$ cat src/rtl/avalon_packet_arbiter.sv
`default_nettype none
// ============================================================================
// avalon_packet_arbiter: packet-level round-robin Avalon-ST arbiter, zero latency
// Revision: 1.0
// ============================================================================
module avalon_packet_arbiter #(
  parameter int DATA_WIDTH  = 8,
  parameter int EMPTY_WIDTH = 1,
  parameter int NUM_PORTS   = 4,
  parameter int IDX_WIDTH   = $clog2(NUM_PORTS)
) (
  input  logic                             clk,
  input  logic                             rst,
  input  logic [NUM_PORTS-1:0]             in_valid,
  output logic [NUM_PORTS-1:0]             in_ready,
  input  logic [NUM_PORTS-1:0]             in_sop,
  input  logic [NUM_PORTS-1:0]             in_eop,
  input  logic [NUM_PORTS*DATA_WIDTH-1:0]  in_data,
  input  logic [NUM_PORTS*EMPTY_WIDTH-1:0] in_empty,
  output logic                             out_valid,
  input  logic                             out_ready,
  output logic                             out_sop,
  output logic                             out_eop,
  output logic [DATA_WIDTH-1:0]            out_data,
  output logic [EMPTY_WIDTH-1:0]           out_empty,
  output logic [IDX_WIDTH-1:0]             grant_idx,
  output logic                             busy,
  output logic                             stray_drop
);

  typedef enum logic [0:0] {
    ST_IDLE   = 1'b0,
    ST_LOCKED = 1'b1
  } state_t;

  state_t               r_state, w_state_nxt;
  logic [IDX_WIDTH-1:0] r_rr_ptr, w_rr_ptr_nxt;
  logic [IDX_WIDTH-1:0] r_grant_idx, w_grant_nxt;
  logic                 r_stray_drop;
  logic [IDX_WIDTH-1:0] w_win_idx, w_sel;
  logic                 w_win_found, w_fwd;
  logic [NUM_PORTS-1:0] w_cand, w_drain;

  assign w_cand = in_valid & in_sop;

  // Round-robin search starting just after the last port served.
  always_comb begin : g_win_search
    int                   v_p;
    logic [IDX_WIDTH-1:0] v_idx;
    w_win_found = 1'b0;
    w_win_idx   = '0;
    for (int k = 1; k <= NUM_PORTS; k++) begin
      v_p = int'(r_rr_ptr) + k;
      if (v_p >= NUM_PORTS) v_p = v_p - NUM_PORTS;
      v_idx = IDX_WIDTH'(v_p);
      if (!w_win_found && w_cand[v_idx]) begin
        w_win_found = 1'b1;
        w_win_idx   = v_idx;
      end
    end
  end

  always_comb begin
    w_state_nxt  = r_state;
    w_rr_ptr_nxt = r_rr_ptr;
    w_grant_nxt  = r_grant_idx;
    w_drain      = '0;
    w_sel        = r_grant_idx;
    w_fwd        = 1'b0;
    in_ready     = '0;
    out_valid    = 1'b0;
    out_sop      = 1'b0;
    out_eop      = 1'b0;
    out_data     = '0;
    out_empty    = '0;

    case (r_state)
      ST_IDLE: begin
        w_drain  = in_valid & ~in_sop;
        in_ready = w_drain;
        if (w_win_found) begin
          w_sel               = w_win_idx;
          w_fwd               = 1'b1;
          out_valid           = 1'b1;
          in_ready[w_win_idx] = out_ready;
          if (out_ready) begin
            w_grant_nxt = w_win_idx;
            if (in_eop[w_win_idx]) w_rr_ptr_nxt = w_win_idx;
            else                   w_state_nxt  = ST_LOCKED;
          end
        end
      end
      ST_LOCKED: begin
        w_fwd                 = 1'b1;
        out_valid             = in_valid[r_grant_idx];
        in_ready[r_grant_idx] = out_ready;
        if (in_valid[r_grant_idx] && out_ready && in_eop[r_grant_idx]) begin
          w_state_nxt  = ST_IDLE;
          w_rr_ptr_nxt = r_grant_idx;
        end
      end
      default: w_state_nxt = ST_IDLE;
    endcase

    if (w_fwd) begin
      out_sop   = in_sop[w_sel];
      out_eop   = in_eop[w_sel];
      out_data  = in_data[int'(w_sel)*DATA_WIDTH +: DATA_WIDTH];
      out_empty = in_empty[int'(w_sel)*EMPTY_WIDTH +: EMPTY_WIDTH];
    end

    // Handshakes are blocked while reset is held, regardless of state.
    if (!rst) begin
      in_ready  = '0;
      out_valid = 1'b0;
    end
  end

  always_ff @(posedge clk or negedge rst) begin
    if (!rst) begin
      r_state      <= ST_IDLE;
      r_rr_ptr     <= IDX_WIDTH'(NUM_PORTS - 1);
      r_grant_idx  <= '0;
      r_stray_drop <= 1'b0;
    end else begin
      r_state      <= w_state_nxt;
      r_rr_ptr     <= w_rr_ptr_nxt;
      r_grant_idx  <= w_grant_nxt;
      r_stray_drop <= |w_drain;
    end
  end

  assign grant_idx  = r_grant_idx;
  assign busy       = (r_state == ST_LOCKED);
  assign stray_drop = r_stray_drop;

endmodule
`default_nettype wire

$ cat config.mk
export PLATFORM = sky130hd
export DESIGN_NAME = avalon_packet_arbiter
export DESIGN_NICKNAME = d
export VERILOG_FILES = /design/src/rtl/avalon_packet_arbiter.sv
export SDC_FILE = /design/constraint.sdc
export NUM_CORES = 1
export LEC_CHECK = 0
export CELL_PAD_IN_SITES_DETAIL_PLACEMENT = 0
export CELL_PAD_IN_SITES_GLOBAL_PLACEMENT = 1
export CORE_ASPECT_RATIO = 0.9
export CORE_MARGIN = 1
export CORE_UTILIZATION = 24
export CTS_CLUSTER_SIZE = 8
export DETAILED_ROUTE_END_ITERATION = 12
export MAX_ROUTING_LAYER = met4
export PLACE_DENSITY_LB_ADDON = 0.2
export SYNTH_ARGS = -nofsm -noshare
export SYNTH_HDL_FRONTEND = slang
export SYNTH_SLANG_ARGS = --single-unit
$ cat constraint.sdc
create_clock -name clk -period 3.5 [get_ports clk]
set_input_delay 1.05 -clock clk [delete_from_list [all_inputs] [get_ports clk]]
set_output_delay 1.05 -clock clk [all_outputs]
set_load 0.01 [all_outputs]
==> results_dict.tcl, run 1 <==
set metrics [dict create \
    worstPathRequired_ns 2.45 \
    core_region_area_um2 4156 \
    setup_tns_ns -2.029 \
    instances_no_fill 299 \
    wl_um 4713 \
    antenna_cells 0 \
    synth_ff_type "dfrtp_1" \
    clk_path_buf_depth 2 \
    post_dp_cell_area_um2 2038 \
    dieWidth_um 72.29 \
    synth_fp_nets 181 \
    antenna_found_initial 0 \
    setup_viol 13 \
    grt_use_total_pct 21.29 \
    synth_cells 130 \
    fin_crit_ns 3.697 \
    cts_tree "built" \
    maxCapViolations 0 \
    synth_largest_area_cell "mux2i_1" \
    htreeDepth 1 \
    rsz0062_at_grt "yes" \
    drive_gt1_share_pct 41.84 \
    maxSlewHeadroom_pct 74.28 \
    fin_ws_ns -0.1972 \
    area_growth_pct 113.2 \
    grt_pass1_wl_um 7734 \
    finalPower_mw 1.615 \
    fin_util_pct 54.76 \
    ys_seq_area_share_pct 14.30 \
    die_h_um 65.27 \
    syn_avg_cell_area_um2 8.210 \
    stdcell_area_um2 2276 \
    die-area_um2 4718 \
    dr_wl_met3_um 103 \
    dp_hpwl_um 3476 \
    wl_per_cell_um 15.76 \
    status "finished, violations left" \
    viasPerCell 5.050 \
    numCtsBuffers 3 \
    drc 0 \
    fin_nets 291 \
    hold_viol_final 0 \
    yosys_register_bits 6 \
    num_vias 1510 \
    async_flop_share_pct 100.0 \
    clock_skew_ns 0.004758 \
    met1_length_um 2343 \
    final_common_cell "clkdlybuf4s50_1" \
    synth_edf_count 0 \
    setup.worst_path.end_class "primary output" \
    dr.pass1.iters 4 \
    clk_pin_slew_worst_paths_ns 0.04 \
    gp_congestion 0.8727 \
    clockRootBuffer "clkbuf_8" \
    violations "setup timing" \
    hold_path.class "reg2reg" \
    cellPowerDensity_nw_per_um2 709.6 \
    ctsHoldBuffers 0 \
    dr_wl_met2_um 2246 \
    grt_max_degree 13 \
    grt-ovfl-total 0 \
    yosys-top-cells-area "mux2i_1 21%, dfrtp_1 9.4%, o22ai_1 7.0%, dfstp_2 4.9%, mux4_1 4.9%" \
    tightest_slew_ns 0.3858 \
    ant_nets 0 \
    rows 22 \
    port_buffers 70 \
    ios 71 \
    layout_common_cells "46 x clkdlybuf4s50_1, 37 x buf_4, 21 x mux2i_1, 16 x buf_2, 11 x o22ai_1" \
    fmax_mhz 270.5 \
    start_util_pct 25.68 \
    cp-start-kind "input port" \
    post-route-period-util_pct 105.6 \
    synth_cell_type_count 44 \
    maxSlewViolCount 0 \
    synth_top_area_share_pct 20.63 \
    grt_pass1_vias 1580 \
    cp_max_fo 5 \
    critPathKind "in2out" \
    drtIter0Drc 51 \
    crit_arrival_ns 2.65 \
    ys_warn_count 0 \
    n_fill_cell 379 \
    insertion_delay_ns 0.22 \
    power_leakage_nw 0.9897 \
    clkSinkCount 6 \
    syn_area_um2 1067 \
    dp_cells 282 \
    highest_layer "met4" \
    ir_drop_uv 234.5 \
]
-- state kept, by name, indices dropped and copies added, names as in the netlist --
| signal | count |
|---|---|
| grant_idx | 2 |
| stray_drop | 1 |
| busy | 1 |
| r_rr_ptr | 2 |
-- area by class of cell --
cell class	instances	area, µm²	area share (%)
clock buffer	4	45.04	1.979
inverter	4	15.01	0.6597
multi-input combinational	113	1006	44.20
sequential	6	152.6	6.707
tap	60	75.07	3.299
timing repair buffer	112	982.2	43.16
-- critical path, cell delays in order --
cell      delay (ns)
buf_8           0.08
and3_4          0.20
o22ai_4         0.07
a221oi_4        0.26
buf_6           0.15
o22ai_4         0.08
buf_6           0.14
buf_12          0.13
mux2i_4         0.17
o22ai_1         0.15
buf_2           0.16
-- Yosys cell counts (all sizes together) (2+ instances only) --
cell	count
dfrtp	4
a211o	2
o21a	3
mux4	2
inv	4
and3	4
nand2b	5
nor3	5
buf	3
a21oi	4
o22ai	13
a221oi	2
dfstp	2
nor2b	2
o32ai	3
mux2i	22
nand2	9
and2	4
o21ai	5
nand3	5
o31a	2
clkbuf	4
nor2	8
-- routing by layer --
layer | track usage [%] | up-vias
li1 | - | 736
met3 | 1.534 | 2
met2 | 35.51 | 32
met5 | - | -
met1 | 29.32 | 740
met4 | 1.961 | 0
-- where the power goes --
part	switching [mW]	internal, mW	leakage (nW)
Sequential	0.0695	0.112	0.0691
Clock	0.0286	0.0782	0.0228
Combinational	0.606	0.721	0.898
-- final timing paths --
check / startpoint / end / slack (ns) / cells past startpoint
setup / recovery: in_valid[0] / out_data[4] / -0.20 / 11
hold / removal: grant_idx[0]$_DFFE_PN0P_ / grant_idx[0]$_DFFE_PN0P_ / 0.72 / 2
setup reg to reg: grant_idx[1]$_DFFE_PN0P_ / r_rr_ptr[0]$_DFFE_PN1P_ / 1.32 / 6
hold reg to reg: grant_idx[0]$_DFFE_PN0P_ / grant_idx[0]$_DFFE_PN0P_ / 0.72 / 2
max in group asynchronous: rst / r_rr_ptr[0]$_DFFE_PN1P_ / 2.04 / 2
min in group asynchronous: rst / busy$_DFF_PN0_ / 1.26 / 2
-- per-stage QoR --
| step | hold slack (ns) | setup slack (ns) |
|---|---|---|
| floorplan | 0.6570 | 0.03446 |
| global placement | 0.7116 | -1.026 |
| CTS | 0.7067 | -0.1903 |
| detailed placement | 0.6978 | -1.066 |
| finish | 0.7199 | -0.1972 |
| global route | 0.7323 | -0.2714 |
-- cells by family after synthesis --
family | after synthesis | synth area share (%)
AO/OA/AOI/OAI | 42 | 31.77
buffers and inverters | 11 | 4.688
flip-flops | 6 | 14.30
multiplexers | 25 | 26.61
AND/OR/NAND/NOR | 46 | 22.63
-- repair_timing --
action	CTS	global route
buffers inserted	12	1
cloned	2	0
resized for setup	130	9
setup endpoints to repair	16	15
pin swaps	19	10
endpoints found under the hold margin	0	0
Note: power is estimated with default switching activity, not from simulation.
==> run 2: changes to the inputs <==
--- a/config.mk
+++ b/config.mk
@@ -12,6 +12,7 @@
 export CORE_UTILIZATION = 24
 export CTS_CLUSTER_SIZE = 8
 export DETAILED_ROUTE_END_ITERATION = 12
+export GPL_TIMING_DRIVEN = 0
 export MAX_ROUTING_LAYER = met4
 export PLACE_DENSITY_LB_ADDON = 0.2
 export SYNTH_ARGS = -nofsm -noshare
==> results_dict.tcl, run 2 (synthesized netlist as in run 1, its figures left out) <==
set metrics [dict create \
    fmax_mhz 268.0 \
    clock_skew_ns 0.003383 \
    cp_max_fo 5 \
    hold_path.class "reg2reg" \
    numCtsBuffers 3 \
    antenna_found_initial 0 \
    num_vias 1452 \
    clk_path_buf_depth 2 \
    die-area_um2 4718 \
    cp-start-kind "input port" \
    wl_per_cell_um 16.44 \
    endpoint "out_eop" \
    grt-ovfl-total 0 \
    violations "setup timing" \
    maxSlewHeadroom_pct 59.14 \
    drive_gt1_share_pct 36.16 \
    cp-startpoint "in_valid[2]" \
    wl_um 4668 \
    setup.worst_path.end_class "primary output" \
    core_region_area_um2 4156 \
    gp_congestion 0.8397 \
    worstPathRequired_ns 2.45 \
    ant_nets 0 \
    crit_chain "clkdlybuf4s15_2 -> nand2_4 -> a221oi_4 -> buf_6 -> o22ai_4 -> buf_6 -> buf_16 -> mux2i_1 -> o22ai_1 -> buf_2" \
    crit_top_cell "buf_6" \
    layout_common_cells "44 x clkdlybuf4s50_1, 20 x mux2i_1, 17 x buf_2, 16 x buf_4, 11 x o22ai_1" \
    r2r_end "r_rr_ptr[0]$_DFFE_PN1P_" \
    fin_nets 276 \
    critPathKind "in2out" \
    final_common_cell "clkdlybuf4s50_1" \
    cts_tree "built" \
    worst-r2r-setup-slack_ns 1.10 \
    drtIter0Drc 101 \
    power_leakage_nw 0.9204 \
    setup_viol 14 \
    clk_pin_slew_worst_paths_ns 0.04 \
    fin_ws_ns -0.2307 \
    rr_startpoint "r_rr_ptr[1]$_DFFE_PN1P_" \
    setup_tns_ns -2.531 \
    start_util_pct 25.68 \
    slowest_delay_ns 0.34 \
    n_fill_cell 402 \
    grt_use_total_pct 21.34 \
    dp_hpwl_um 3319 \
    crit_arrival_ns 2.68 \
    critPathBufInv 5 \
    drc 0 \
    tightest_slew_ns 0.6129 \
    maxSlewViolCount 0 \
    port_buffers 70 \
    rsz0062_at_grt "yes" \
    ir_drop_uv 220.1 \
    die_h_um 65.27 \
    antenna_cells 0 \
    stdcell_area_um2 2186 \
    dieWidth_um 72.29 \
    grt_max_degree 12 \
    cellPowerDensity_nw_per_um2 732.7 \
    crit_family "buffers and inverters" \
    grt_pass1_vias 1467 \
    insertion_delay_ns 0.23 \
    grt_pass1_wl_um 7596 \
    worst_path_max_delay_cell "a221oi_4" \
    post_dp_cell_area_um2 1843 \
    reg2regPathDepth 10 \
    status "finished, violations left" \
    fin_crit_ns 3.731 \
    maxCapViolations 0 \
    clockRootBuffer "clkbuf_8" \
    dr.pass1.iters 4 \
    ios 71 \
    path_depth 10 \
    viasPerCell 5.113 \
    ctsHoldBuffers 0 \
    clkSinkCount 6 \
    hold_viol_final 0 \
    area_growth_pct 104.8 \
    rows 22 \
    post-route-period-util_pct 106.6 \
    htreeDepth 1 \
]
[run 2: final cells by class]
type                    count  area, µm²  area share (%)
multi-input cells         113       1008           46.14
flip-flops and latches      6      152.6           6.983
plain buffers               7      55.05           2.519
repair buffers             90      834.6           38.18
well taps                  60      75.07           3.434
inverters                   4      15.01          0.6869
clock buffers               4      45.04           2.061
[run 2: timing repair]
action	in CTS	in global routing
pin swaps	19	10
resized for setup	137	17
buffers inserted	16	2
cloned	2	0
setup endpoints to repair	16	15
hold endpoints to repair	0	0
[run 2: how the worst min path moves through the flow]
stage | endpoint | start | cells past startpoint | slack (ns)
after global routing | grant_idx[0]$_DFFE_PN0P_ | grant_idx[0]$_DFFE_PN0P_ | 2 | 0.73
after CTS | grant_idx[0]$_DFFE_PN0P_ | grant_idx[0]$_DFFE_PN0P_ | 2 | 0.72
after global placement | grant_idx[0]$_DFFE_PN0P_ | grant_idx[0]$_DFFE_PN0P_ | 2 | 0.70
final | grant_idx[0]$_DFFE_PN0P_ | grant_idx[0]$_DFFE_PN0P_ | 2 | 0.72
after floorplan | grant_idx[0]$_DFFE_PN0P_ | grant_idx[0]$_DFFE_PN0P_ | 2 | 0.66
after detailed placement | grant_idx[0]$_DFFE_PN0P_ | grant_idx[0]$_DFFE_PN0P_ | 2 | 0.72
[run 2: per-stage QoR]
| step | power, mW | utilization, % | instances | setup WS [ns] | hold WS [ns] |
|---|---|---|---|---|---|
| 2_1_floorplan | 0.7974 | - | 130 | 0.03446 | 0.6570 |
| 3_3_place_gp | 1.237 | 44.34 | 260 | -1.288 | 0.6993 |
| 3_5_place_dp | 1.241 | 44.34 | 260 | -1.261 | 0.7162 |
| 4_1_cts | 1.563 | 51.05 | 282 | -0.2503 | 0.7158 |
| 5_1_grt | 1.704 | 52.59 | 284 | -0.3489 | 0.7349 |
| 6_report | 1.602 | 52.59 | 284 | -0.2307 | 0.7230 |
[run 2: worst reg2reg max path, stage by stage (launching register included)]
cell	delay, ns
dfstp_2	0.51
buf_2	0.22
and3_4	0.24
o22ai_4	0.07
a221oi_4	0.31
buf_4	0.18
buf_4	0.10
buf_4	0.12
nand3_1	0.15
and3_1	0.22
a211o_1	0.22
[run 2: layer usage]
metal  up-vias  wire length [µm]  GRT usage, %
met4         0                37         4.412
li1        709                 -             -
met5         -                 0             -
met1       704              2124         29.09
met3         5               159         2.301
met2        34              2347         34.23
[run 2: where the power goes]
group | total [mW] | leakage, nW | internal (mW) | switching [mW]
Combinational | 1.32 | 0.829 | 0.706 | 0.618
Clock | 0.111 | 0.0228 | 0.0786 | 0.0327
Sequential | 0.166 | 0.0691 | 0.112 | 0.0542
==> run 3: changes to the inputs <==
--- a/config.mk
+++ b/config.mk
@@ -8,7 +8,7 @@
 export CELL_PAD_IN_SITES_DETAIL_PLACEMENT = 0
 export CELL_PAD_IN_SITES_GLOBAL_PLACEMENT = 1
 export CORE_ASPECT_RATIO = 0.9
-export CORE_MARGIN = 1
+export CORE_MARGIN = 2
 export CORE_UTILIZATION = 24
 export CTS_CLUSTER_SIZE = 8
 export DETAILED_ROUTE_END_ITERATION = 12
==> results_dict.tcl, run 3 (synthesized netlist as in run 1, its figures left out) <==
set metrics [dict create \
    status "finished, violations left" \
    violations "setup timing" \
    num_vias 1443 \
    crit_arrival_ns 2.71 \
    n_fill_cell 405 \
    antenna_cells 0 \
    whs_ns 0.6953 \
    tightest_slew_ns 0.5432 \
    clockRootBuffer "clkbuf_8" \
    power_leakage_nw 0.9214 \
    antenna_found_initial 0 \
    port_buffers 70 \
    worstPathRequired_ns 2.45 \
    cts_tree "built" \
    ant_nets 0 \
    layout_common_cells "44 x clkdlybuf4s50_1, 20 x mux2i_1, 15 x buf_2, 13 x buf_4, 11 x o22ai_1" \
    grt-ovfl-total 0 \
    clk_pin_slew_worst_paths_ns 0.04 \
    hp-start "grant_idx[0]$_DFFE_PN0P_" \
    setup_tns_ns -2.421 \
    grt_pass1_wl_um 7320 \
    gp_congestion 0.8995 \
    rsz0062_at_grt "yes" \
    grt_use_total_pct 19.15 \
    ir_drop_uv 197.4 \
    core_region_area_um2 4184 \
    dp_hpwl_um 3290 \
    reg2regPathDepth 9 \
    clock_skew_ns 0.001316 \
    grt_pass1_vias 1464 \
    post-route-period-util_pct 107.6 \
    start_util_pct 25.51 \
    r2r_end "r_rr_ptr[0]$_DFFE_PN1P_" \
    rows 22 \
    clk_path_buf_depth 2 \
    htreeDepth 1 \
    ctsHoldBuffers 0 \
    numCtsBuffers 3 \
    fin_crit_ns 3.764 \
    stdcell_area_um2 2173 \
    fin_nets 276 \
    maxSlewViolCount 0 \
    cp-start-kind "input port" \
    die-area_um2 4997 \
    worst-r2r-setup-slack_ns 1.19 \
    critPathKind "in2out" \
    fmax_mhz 265.6 \
    maxSlewHeadroom_pct 63.79 \
    multiInputGateArea_um2 998.5 \
    viasPerCell 5.099 \
    hold_path.class "reg2reg" \
    area_growth_pct 103.6 \
    regArea_um2 152.6 \
    insertion_delay_ns 0.22 \
    wl_per_cell_um 15.64 \
    instances_no_fill 283 \
    rr_startpoint "r_rr_ptr[1]$_DFFE_PN1P_" \
    grt_max_degree 12 \
    cp_max_fo 6 \
    die_h_um 67.27 \
    dr.pass1.iters 4 \
    whs_endpoint "grant_idx[0]$_DFFE_PN0P_" \
    setup.worst_path.end_class "primary output" \
    fin_ws_ns -0.2645 \
    cellPowerDensity_nw_per_um2 696.1 \
    drive_gt1_share_pct 36.32 \
    setup_viol 13 \
    maxCapViolations 0 \
    drtIter0Drc 84 \
    hold_viol_final 0 \
    dp_cells 260 \
    final_common_cell "clkdlybuf4s50_1" \
    clkSinkCount 6 \
    dieWidth_um 74.29 \
    ios 71 \
    wl_um 4426 \
    post_dp_cell_area_um2 1843 \
    drc 0 \
    holdPathStages 2 \
]
run 3: cell types whose count changed in the layout (fill, tap and decap cells not counted), sizes merged:
cell,change
clkbuf,+2
buf,-2
clkdlybuf4s15,-1
run 3: worst max path at each step:
stage                      startpoint          end  slack [ns]  cells past startpoint
final                     in_valid[0]  out_data[1]       -0.26                     11
after global routing      in_valid[0]  out_data[7]       -0.33                     11
after CTS                 in_valid[0]  out_data[7]       -0.26                     11
after detailed placement    in_sop[0]  out_data[1]       -1.29                      9
after global placement      in_sop[0]      out_eop       -1.29                      9
after floorplan             in_sop[0]  out_data[1]        0.03                      7
run 3: repair_timing:
action	in CTS	in global routing
gates cloned	2	0
hold endpoints to repair	0	0
setup endpoints to repair	16	15
buffers inserted	19	3
pin swaps	23	8
resized for setup	145	14
run 3: worst max-delay path: stages:
cell and delay [ns]:
buf_8 0.10, and2_4 0.16, o22ai_4 0.16, a221oi_4 0.10, buf_6 0.14, o22ai_4 0.29
buf_8 0.16, buf_12 0.10, mux2i_1 0.21, o22ai_1 0.09, buf_2 0.15
run 3: area by class of cell:
class | instances | share of cell area [%]
plain buffers | 6 | 1.842
clock buffers | 3 | 1.900
inverters | 4 | 0.6908
multi-input cells | 113 | 45.94
flip-flops and latches | 6 | 7.024
well taps | 60 | 3.454
repair buffers | 91 | 39.15
run 3: metrics by stage:
| stage | util, % | setup WS (ns) | power, mW |
|---|---|---|---|
| 2_1_floorplan | - | 0.03446 | 0.7974 |
| 3_3_place_gp | 44.05 | -1.291 | 1.233 |
| 3_5_place_dp | 44.05 | -1.289 | 1.239 |
| 4_1_cts | 52.09 | -0.2599 | 1.599 |
| 5_1_grt | 51.94 | -0.3253 | 1.609 |
| 6_report | 51.94 | -0.2645 | 1.513 |
run 3: where the power goes:
part	internal [mW]	total, mW	switching (mW)
clock	0.0740	0.104	0.0302
sequential	0.112	0.162	0.0505
combinational	0.647	1.25	0.600
run 3: per-layer routing:
metal / GRT usage, % / part of all wire (%) / up-vias
met3: 1.791 / 2.6 / 4
met2: 31.47 / 49 / 29
li1: - / - / 704
met1: 26.84 / 48 / 706
met5: - / 0 / -
met4: 1.339 / 0.16 / 0
